[src/rtl/rate_monitor.sv]
// Sliding-window rate averager with running min/max and a persistence-filtered
// HIGH/LOW alarm FSM on the averaged rate. Three-edge pipeline, no stalls.
`timescale 1ns/1ps
module rate_monitor #(
  parameter int AVG_LOG2   = 3,
  parameter int HI_PERSIST = 2,
  parameter int LO_PERSIST = 2
) (
  input  logic        clk,
  input  logic        rst_n,
  input  logic        in_valid,
  input  logic [31:0] in_rate,
  input  logic        clear,
  input  logic [31:0] hi_thresh,
  input  logic [31:0] lo_thresh,
  output logic        avg_valid,
  output logic [31:0] avg_rate,
  output logic [31:0] min_rate,
  output logic [31:0] max_rate,
  output logic        primed,
  output logic        alarm_hi,
  output logic        alarm_lo
);

  localparam int DEPTH  = 1 << AVG_LOG2;
  localparam int SUM_W  = 32 + AVG_LOG2;
  localparam int FILL_W = AVG_LOG2 + 1;
  localparam logic [FILL_W-1:0] FILL_FULL = FILL_W'(DEPTH);
  localparam logic [4:0]        HI_LIM    = 5'(HI_PERSIST);
  localparam logic [4:0]        LO_LIM    = 5'(LO_PERSIST);

  typedef enum logic [1:0] {
    ST_NORMAL = 2'd0,
    ST_HIGH   = 2'd1,
    ST_LOW    = 2'd2
  } state_t;

  logic [31:0]         r_buf [DEPTH];
  logic [AVG_LOG2-1:0] r_wptr;
  logic [FILL_W-1:0]   r_fill;
  logic [SUM_W-1:0]    r_sum;
  logic                r_s1_valid;
  logic                r_primed;
  logic [31:0]         r_min;
  logic [31:0]         r_max;
  logic                r_avg_valid;
  logic [31:0]         r_avg_rate;
  state_t              r_state;
  logic [3:0]          r_hc;
  logic [3:0]          r_lc;
  logic                r_alarm_hi;
  logic                r_alarm_lo;

  logic                w_accept;
  logic                w_full;
  logic [31:0]         w_oldest;
  logic [FILL_W-1:0]   w_fill_nxt;
  logic                w_full_nxt;
  logic [SUM_W-1:0]    w_sum_nxt;
  logic                w_above;
  logic                w_below;
  logic [4:0]          w_hc_inc;
  logic [4:0]          w_lc_inc;
  logic [4:0]          w_hc_c;
  logic [4:0]          w_lc_c;
  state_t              w_state_nxt;
  logic [3:0]          w_hc_nxt;
  logic [3:0]          w_lc_nxt;

  // Until the window has filled, the slot being overwritten holds stale data and counts as zero.
  assign w_accept   = in_valid & ~clear;
  assign w_full     = (r_fill == FILL_FULL);
  assign w_oldest   = w_full ? r_buf[r_wptr] : 32'd0;
  assign w_fill_nxt = w_full ? r_fill : (r_fill + FILL_W'(1));
  assign w_full_nxt = (w_fill_nxt == FILL_FULL);
  assign w_sum_nxt  = r_sum + SUM_W'(in_rate) - SUM_W'(w_oldest);

  assign w_above  = (r_avg_rate > hi_thresh);
  assign w_below  = (r_avg_rate < lo_thresh);
  assign w_hc_inc = {1'b0, r_hc} + 5'd1;
  assign w_lc_inc = {1'b0, r_lc} + 5'd1;

  // Sample storage; deliberately unreset, history validity is tracked by r_fill.
  always_ff @(posedge clk) begin
    if (w_accept) begin
      r_buf[r_wptr] <= in_rate;
    end
  end

  // Stage 1: window sum, write pointer, fill level, min/max.
  always_ff @(posedge clk or negedge rst_n) begin
    if (!rst_n) begin
      r_sum      <= {SUM_W{1'b0}};
      r_wptr     <= {AVG_LOG2{1'b0}};
      r_fill     <= {FILL_W{1'b0}};
      r_primed   <= 1'b0;
      r_s1_valid <= 1'b0;
      r_min      <= 32'hFFFF_FFFF;
      r_max      <= 32'd0;
    end else if (clear) begin
      r_sum      <= {SUM_W{1'b0}};
      r_wptr     <= {AVG_LOG2{1'b0}};
      r_fill     <= {FILL_W{1'b0}};
      r_primed   <= 1'b0;
      r_s1_valid <= 1'b0;
      r_min      <= 32'hFFFF_FFFF;
      r_max      <= 32'd0;
    end else if (w_accept) begin
      r_sum      <= w_sum_nxt;
      r_wptr     <= r_wptr + AVG_LOG2'(1);
      r_fill     <= w_fill_nxt;
      r_primed   <= w_full_nxt;
      r_s1_valid <= w_full_nxt;
      r_min      <= (in_rate < r_min) ? in_rate : r_min;
      r_max      <= (in_rate > r_max) ? in_rate : r_max;
    end else begin
      r_s1_valid <= 1'b0;
    end
  end

  // Stage 2: publish the truncated average of the sum formed on the previous edge.
  always_ff @(posedge clk or negedge rst_n) begin
    if (!rst_n) begin
      r_avg_valid <= 1'b0;
      r_avg_rate  <= 32'd0;
    end else if (clear) begin
      r_avg_valid <= 1'b0;
      r_avg_rate  <= 32'd0;
    end else begin
      r_avg_valid <= r_s1_valid;
      if (r_s1_valid) begin
        r_avg_rate <= r_sum[SUM_W-1:AVG_LOG2];
      end
    end
  end

  // Stage 3 next-state: in HIGH a run of low averages wins over the exit run; elsewhere high wins.
  always_comb begin
    w_state_nxt = r_state;
    w_hc_nxt    = r_hc;
    w_lc_nxt    = r_lc;
    w_hc_c      = 5'd0;
    w_lc_c      = 5'd0;
    if (r_avg_valid) begin
      case (r_state)
        ST_NORMAL: begin
          w_hc_c = w_above ? w_hc_inc : 5'd0;
          w_lc_c = (!w_above && w_below) ? w_lc_inc : 5'd0;
          if (w_hc_c >= HI_LIM) begin
            w_state_nxt = ST_HIGH;
          end else if (w_lc_c >= LO_LIM) begin
            w_state_nxt = ST_LOW;
          end else begin
            w_state_nxt = ST_NORMAL;
          end
        end
        ST_HIGH: begin
          w_hc_c = w_above ? 5'd0 : w_hc_inc;
          w_lc_c = w_below ? w_lc_inc : 5'd0;
          if (w_lc_c >= LO_LIM) begin
            w_state_nxt = ST_LOW;
          end else if (w_hc_c >= HI_LIM) begin
            w_state_nxt = ST_NORMAL;
          end else begin
            w_state_nxt = ST_HIGH;
          end
        end
        ST_LOW: begin
          w_hc_c = w_above ? w_hc_inc : 5'd0;
          w_lc_c = w_below ? 5'd0 : w_lc_inc;
          if (w_hc_c >= HI_LIM) begin
            w_state_nxt = ST_HIGH;
          end else if (w_lc_c >= LO_LIM) begin
            w_state_nxt = ST_NORMAL;
          end else begin
            w_state_nxt = ST_LOW;
          end
        end
        default: begin
          w_state_nxt = ST_NORMAL;
        end
      endcase
      if (w_state_nxt != r_state) begin
        w_hc_nxt = 4'd0;
        w_lc_nxt = 4'd0;
      end else begin
        w_hc_nxt = w_hc_c[3:0];
        w_lc_nxt = w_lc_c[3:0];
      end
    end else begin
      w_state_nxt = r_state;
    end
  end

  // Stage 3 state register with alarms decoded from the next state so they move with it.
  always_ff @(posedge clk or negedge rst_n) begin
    if (!rst_n) begin
      r_state    <= ST_NORMAL;
      r_hc       <= 4'd0;
      r_lc       <= 4'd0;
      r_alarm_hi <= 1'b0;
      r_alarm_lo <= 1'b0;
    end else if (clear) begin
      r_state    <= ST_NORMAL;
      r_hc       <= 4'd0;
      r_lc       <= 4'd0;
      r_alarm_hi <= 1'b0;
      r_alarm_lo <= 1'b0;
    end else begin
      r_state    <= w_state_nxt;
      r_hc       <= w_hc_nxt;
      r_lc       <= w_lc_nxt;
      r_alarm_hi <= (w_state_nxt == ST_HIGH);
      r_alarm_lo <= (w_state_nxt == ST_LOW);
    end
  end

  assign avg_valid = r_avg_valid;
  assign avg_rate  = r_avg_rate;
  assign min_rate  = r_min;
  assign max_rate  = r_max;
  assign primed    = r_primed;
  assign alarm_hi  = r_alarm_hi;
  assign alarm_lo  = r_alarm_lo;

endmodule

[config.mk]
export PLATFORM = sky130hd
export DESIGN_NAME = rate_monitor
export DESIGN_NICKNAME = d
export VERILOG_FILES = /design/src/rtl/rate_monitor.sv
export SDC_FILE = /design/constraint.sdc
export NUM_CORES = 1
export LEC_CHECK = 0
export ABC_AREA = 1
export CORE_MARGIN = 2
export CORE_UTILIZATION = 50
export DETAILED_ROUTE_END_ITERATION = 10
export GPL_ROUTABILITY_DRIVEN = 0
export PLACE_DENSITY = 0.74
export SYNTH_ARGS = -nofsm -noshare
export SYNTH_HDL_FRONTEND = slang
export SYNTH_SLANG_ARGS = --single-unit
[constraint.sdc]
create_clock -name clk -period 5.7 [get_ports clk]
set_clock_uncertainty 0.1 [all_clocks]
set_input_delay 0.855 -clock clk [delete_from_list [all_inputs] [get_ports clk]]
set_output_delay 0.855 -clock clk [all_outputs]
set_load 0.01 [all_outputs]
==> results of run 1 <==
==> layer usage <==
metal | part of all wire [%] | wire, µm | up-vias
li1 | - | - | 8391
met1 | 40 | 25500 | 8607
met2 | 47 | 29700 | 826
met3 | 9.1 | 5750 | 163
met4 | 3.9 | 2460 | 2
met5 | 0.017 | 11 | -
==> kinds of logic after synthesis <==
family,count (synthesis),synth area share [%]
compound gates,486,12.7
buf+inv,438,7.63
simple gates,837,15.3
xor+xnor,10,0.392
fa+ha+maj,198,12.2
flops,409,51.8
==> critical path: cells and delay by family, from the launching register on <==
family,cells,cell delay (ns)
adder cells (fa/ha/maj),3,0.97
AND/OR/NAND/NOR,1,0.55
flip-flops,1,0.39
buffers and inverters,3,0.63
AO/OA/AOI/OAI,10,1.97
==> registers in the layout, summed over array words and instances (netlist names), 4 cells and up <==
| register | cells |
|---|---|
| r_buf | 256 |
| r_sum | 35 |
| avg_rate | 32 |
| max_rate | 32 |
| min_rate | 32 |
| r_fill | 4 |
| r_hc | 4 |
| r_lc | 4 |
==> how the worst max path moves through the flow <==
stage / to / slack [ns] / depth (start not counted)
2_1_floorplan: r_sum[34] / 2.22 / 20
3_3_place_gp: r_sum[22] / 1.27 / 14
3_5_place_dp: r_sum[31] / 1.20 / 18
4_1_cts: r_sum[31] / 1.17 / 18
5_1_grt: r_sum[20] / 0.73 / 21
6_report: r_sum[20] / 1.02 / 17
==> power by group <==
part	switching, mW	total [mW]	internal [mW]	leakage [nW]
clock	1.16	2.83	1.68	0.696
combinational	1.67	2.56	0.894	6.53
sequential	0.106	3.46	3.36	4.29
==> per-stage QoR <==
stage,cells,setup WS (ns)
final,3202,1.02
after global placement,3123,1.27
after global routing,3202,0.733
after detailed placement,3123,1.20
after floorplan,2378,2.22
after CTS,3202,1.17
==> cells in the mapped netlist (all sizes together) (3+ instances only) <==
cell type    n  area, µm²
buf         36        195
a211oi       5       37.5
o21a         8       60.1
and2         3       18.8
o22ai       14       87.6
edfxtp     256       7690
fa          32        641
xnor2        3       26.3
nand3      133        676
a41oi       31        272
o211ai       6       50.1
o21ai      271       1480
nand4       18        119
nand2      311       1170
xor2         7       61.3
o21bai       4       33.8
dfrtp      121       3030
a21oi      124        632
o31ai        3       22.5
dfstp       32        841
nor3        12       60.1
inv        355       1330
a21o         9       67.6
ha         166       2080
nor2       353       1330
clkbuf      46        173
==> area by class of cell <==
| class | count | share of cell area [%] |
|---|---|---|
| timing repair buffer | 235 | 8.79 |
| clock buffer | 58 | 4.59 |
| inverter | 356 | 5.06 |
| tap | 592 | 2.80 |
| sequential | 409 | 43.7 |
| clock inverter | 21 | 0.780 |
| multi-input combinational | 1531 | 34.3 |
==> cells in the final DEF, fill, tap and decap left out, drive strengths merged, types with 3 or more instances in the layout <==
cell	count
ha	166
a211oi	5
nand4	18
buf	37
nor3	12
and2	3
o22ai	14
xnor2	3
nand3	133
o31ai	3
inv	355
a41oi	31
xor2	7
dfstp	32
o21a	8
dfrtp	121
clkbuf	58
a21o	9
edfxtp	256
bufinv	4
a21oi	124
clkdlybuf4s50	198
clkinv	18
nand2	311
o21ai	271
o211ai	6
nor2	353
o21bai	4
fa	32
==> impl_metrics.env, run 1 <==
export IMPL_ys_types=53
export IMPL_met2_usage_pct=44.4
export IMPL_ant_nets=0
export IMPL_dieArea_mm2=0.0463
export IMPL_cts_hold_buffers=0
export IMPL_dieHeight_um=215
export IMPL_r2r_start="r_fill[0]"
export IMPL_peakVddDrop_uv=242
export IMPL_vias=18000
export IMPL_powerDensity_mw_per_mm2=335
export IMPL_drc=0
export IMPL_cp_slowest_cell="nand3_1"
export IMPL_die_width_um=215
export IMPL_dr_pass1_iters=6
export IMPL_status="finished clean"
export IMPL_period_minus_slack_ns=4.68
export IMPL_grt_overflow_total=0
export IMPL_synth_edf_count=256
export IMPL_area_sequential_mm2=0.0116
export IMPL_antenna_found_initial=1
export IMPL_cp_startpoint="r_fill[0]"
export IMPL_tns_ns=0
export IMPL_synthArstFlopShare_pct=37.4
export IMPL_final_core_util_pct=60.0
export IMPL_crit_path_start_kind="flop"
export IMPL_avgViaCountPerCell=5.62
export IMPL_ctsHtreeMaxLevel=2
export IMPL_setup_viol=0
export IMPL_grtUsageMet1_pct=36.1
export IMPL_min_period_over_period_pct=82.2
export IMPL_post_route_cells_drive_above_1_share_pct=7.24
export IMPL_stdcell_area_mm2=0.0265
export IMPL_placeableCoreArea_mm2=0.0441
export IMPL_power_leakage_nw=11.5
export IMPL_layout_nets=2874
export IMPL_synth_seq_cells=409
export IMPL_path_clk_slew_ns=0.06
export IMPL_slew_viol_final=0
export IMPL_seq_area_frac_synth_pct=51.8
export IMPL_grt_max_degree=114
export IMPL_insertion_delay_ns=0.58
export IMPL_place_area_mm2=0.0250
export IMPL_syn_to_final_growth_pct=18.6
export IMPL_fill_cells=3677
export IMPL_avgSynthCellArea_um2=9.39
export IMPL_place_hpwl_mm=44.3
export IMPL_grt_pass1_wl_mm=99.0
export IMPL_cts_made_buffers=43
export IMPL_multiInputGateArea_mm2=0.00908
export IMPL_clock_sinks=409
export IMPL_r2r_end="r_sum[20]"
export IMPL_path_max_fanout=11
export IMPL_timing_hold_ws_ns=0.175
export IMPL_reg2reg_setup_slack_ns=1.02
export IMPL_synthCells=2378
export IMPL_initial_core_util_pct=50.6
export IMPL_synth_cell_area_mm2=0.0223
export IMPL_rsz0062_at_grt="false"
export IMPL_io_pins=200
export IMPL_critPathKind="reg2reg"
export IMPL_diodes=0
export IMPL_cts_resized=0
export IMPL_hold_path_class="in2async"
export IMPL_worst_setup_path_end_kind="flop"
export IMPL_gr_max_usage_layer="met2"
export IMPL_power_mw=8.86
export IMPL_cts_tree="done"
export IMPL_cpPeakStageDelay_ns=0.55
export IMPL_required_ns=6.08
export IMPL_routed_wl_mm=63.4
export IMPL_drt_iter0_drc=1970
export IMPL_synth_warnings=0
export IMPL_cts_max_path_buffers=3
export IMPL_port_buffer_count=199
export IMPL_fmax_ghz=0.213
export IMPL_cts_setup_buffers=0
export IMPL_wl_per_cell_um=19.8
export IMPL_grt_pass1_vias=17800
export IMPL_crit_chain="inv_1 -> ha_1 -> nand3_1 -> buf_4 -> a41oi_1 -> fa_1 -> inv_1 -> ha_1 -> a21oi_1 -> o21ai_0 -> a21oi_1 -> o21ai_1 -> a21oi_1 -> o21ai_0 -> a21oi_1 -> o21ai_0 -> o21ai_0"
export IMPL_hold_viol=0
export IMPL_ys_flop_type="edfxtp_1"
export IMPL_crit_arrival_ns=5.07
export IMPL_slew_headroom_pct=15.0
export IMPL_worst_pin_slew_ns=1.27
export IMPL_gr_usage_met3_pct=5.29
export IMPL_rr_worst_depth=17
export IMPL_root_buffer="clkbuf_16"
export IMPL_drv_cap=0
export IMPL_synthesis_nets=2676
export IMPL_std_cell_rows=77
export IMPL_track_usage_pct=27.3
Power figures use the tool's default switching activity.
==> inputs of run 2 (changes only) <==
==> constraint.sdc (replaced) <==
create_clock -name clk -period 4.35 [get_ports clk]
set_clock_uncertainty 0.1 [all_clocks]
set_input_delay 0.6525 -clock clk [delete_from_list [all_inputs] [get_ports clk]]
set_output_delay 0.6525 -clock clk [all_outputs]
set_load 0.01 [all_outputs]
==> impl_metrics.env, run 2 (same netlist as run 1, synthesis figures left out) <==
export IMPL_place_ws_ns=0.235
export IMPL_dieArea_mm2=0.0463
export IMPL_crit_path_start_kind="flop"
export IMPL_place_area_mm2=0.0260
export IMPL_track_usage_pct=27.8
export IMPL_stdcell_area_mm2=0.0274
export IMPL_period_minus_slack_ns=4.19
export IMPL_reg2reg_setup_slack_ns=0.16
export IMPL_final_core_util_pct=62.1
export IMPL_insertion_delay_ns=0.56
export IMPL_setup_viol=0
export IMPL_r2r_start="r_wptr[2]"
export IMPL_cp_startpoint="r_wptr[2]"
export IMPL_path_max_fanout=26
export IMPL_hold_viol=0
export IMPL_largest_register="r_buf"
export IMPL_io_pins=200
export IMPL_critPathKind="reg2reg"
export IMPL_cts_setup_buffers=0
export IMPL_grt_max_degree=87
export IMPL_layout_nets=2981
export IMPL_initial_core_util_pct=50.6
export IMPL_place_hpwl_mm=46.2
export IMPL_drt_iter0_drc=1823
export IMPL_cts_made_buffers=42
export IMPL_powerDensity_mw_per_mm2=442
export IMPL_clock_sinks=409
export IMPL_required_ns=4.72
export IMPL_wl_per_cell_um=19.7
export IMPL_placeableCoreArea_mm2=0.0441
export IMPL_tns_ns=0
export IMPL_final_common_cell="inv_1"
export IMPL_worst_setup_path_end_kind="flop"
export IMPL_grt_pass1_wl_mm=101
export IMPL_post_route_cells_drive_above_1_share_pct=11.3
export IMPL_grt_overflow_total=0
export IMPL_hold_path_class="in2async"
export IMPL_layout_common_cells="inv_1 (349), nor2_1 (344), nand2_1 (309)"
export IMPL_power_leakage_nw=12.1
export IMPL_rr_worst_depth=22
export IMPL_syn_to_final_growth_pct=22.7
export IMPL_reg_top3="r_buf (256), r_sum (35)"
export IMPL_slew_headroom_pct=33.2
export IMPL_drc=0
export IMPL_root_buffer="clkbuf_16"
export IMPL_crit_arrival_ns=4.56
export IMPL_drv_cap=0
export IMPL_min_period_over_period_pct=96.3
export IMPL_rsz0062_at_grt="false"
export IMPL_slew_viol_final=0
export IMPL_die_width_um=215
export IMPL_port_buffer_count=199
export IMPL_worst_pin_slew_ns=1.00
export IMPL_worst_slack_ns=0.159
export IMPL_path_clk_slew_ns=0.06
export IMPL_peakVddDrop_uv=311
export IMPL_power_mw=12.1
export IMPL_grt_pass1_vias=18300
export IMPL_antenna_found_initial=0
export IMPL_cts_max_path_buffers=3
export IMPL_ctsHtreeMaxLevel=2
export IMPL_dieHeight_um=215
export IMPL_status="finished clean"
export IMPL_std_cell_rows=77
export IMPL_avgViaCountPerCell=5.63
export IMPL_largest_register_ffs=256
export IMPL_routed_wl_mm=65.2
export IMPL_ant_nets=0
export IMPL_cts_tree="done"
export IMPL_fmax_ghz=0.239
export IMPL_crit_path_end="r_sum[21]"
export IMPL_dr_pass1_iters=7
export IMPL_r2r_end="r_sum[21]"
export IMPL_vias=18600
## run 2: cell count changes in the layout (fill, tap and decap cells not counted), sizes merged
cell and delta:
bufinv +1, buf +108, clkbuf -4, diode +1, inv +1, clkinv -4, clkinvlp +3
## run 2: area by class of cell
cell class                      count  area, µm²
Fill cell                        3505      16700
Timing Repair Buffer              343       3240
Sequential cell                   409      11600
Antenna cell                        1       2.50
Multi-Input combinational cell   1531       9130
Inverter                          356       1340
Clock buffer                       54       1140
Clock inverter                     22        239
Tap cell                          592        741
## run 2: power by group
part | internal (mW) | total, mW | switching (mW)
Combinational | 1.58 | 3.90 | 2.32
Clock | 2.15 | 3.67 | 1.52
Sequential | 4.39 | 4.52 | 0.128
## run 2: worst min-delay path by stage
stage                             end      start
after floorplan              alarm_hi      rst_n
after global placement      r_sum[24]  r_sum[24]
after detailed placement    r_sum[24]  r_sum[24]
after CTS                 avg_rate[5]      rst_n
after global routing      avg_rate[7]      rst_n
final                     avg_rate[5]      rst_n
## run 2: metal layers
| layer | up-vias | share of wire, % | GRT usage (%) |
|---|---|---|---|
| met5 | - | 0 | 0 |
| met4 | 0 | 3.6 | 10.2 |
| met1 | 8906 | 42 | 38.0 |
| met2 | 929 | 46 | 44.8 |
| met3 | 168 | 8.9 | 4.67 |
| li1 | 8614 | - | - |
## run 2: per-stage QoR
step / std cells / hold WS, ns
2_1_floorplan: 2378 / 0.257
3_3_place_gp: 3231 / 0.370
3_5_place_dp: 3231 / 0.370
4_1_cts: 3307 / 0.0423
5_1_grt: 3307 / 0.0753
6_report: 3308 / 0.0380
## run 2: repair_timing
| item | CTS | global route |
|---|---|---|
| resized for setup | 0 | 9 |
| hold buffers | 0 | 0 |
| endpoints found under the setup margin | 0 | 13 |
## run 2: critical path, stage by stage (launching register included)
cell and delay (ns):
dfrtp_1 0.40, inv_1 0.08, nor2_1 0.18, inv_1 0.11, buf_12 0.19, buf_4 0.18, nor2_1 0.07, o21ai_0 0.13
a41oi_2 0.29, fa_1 0.46, inv_1 0.07, ha_1 0.28, a21oi_1 0.30, o21ai_0 0.18, a21oi_1 0.18, o21ai_0 0.17
a21oi_1 0.15, inv_1 0.09, nand2_1 0.06, nand2_1 0.07, a21oi_1 0.14, o21ai_0 0.12, o21ai_0 0.10
==> inputs of run 3 (changes only) <==
--- a/config.mk
+++ b/config.mk
@@ -8,6 +8,7 @@
 export ABC_AREA = 1
 export CORE_MARGIN = 2
 export CORE_UTILIZATION = 50
+export CTS_CLUSTER_SIZE = 40
 export DETAILED_ROUTE_END_ITERATION = 10
 export GPL_ROUTABILITY_DRIVEN = 0
 export PLACE_DENSITY = 0.74
==> results of run 3 <==
No change in the layout: final DEF, timing and power equal those of run 2.
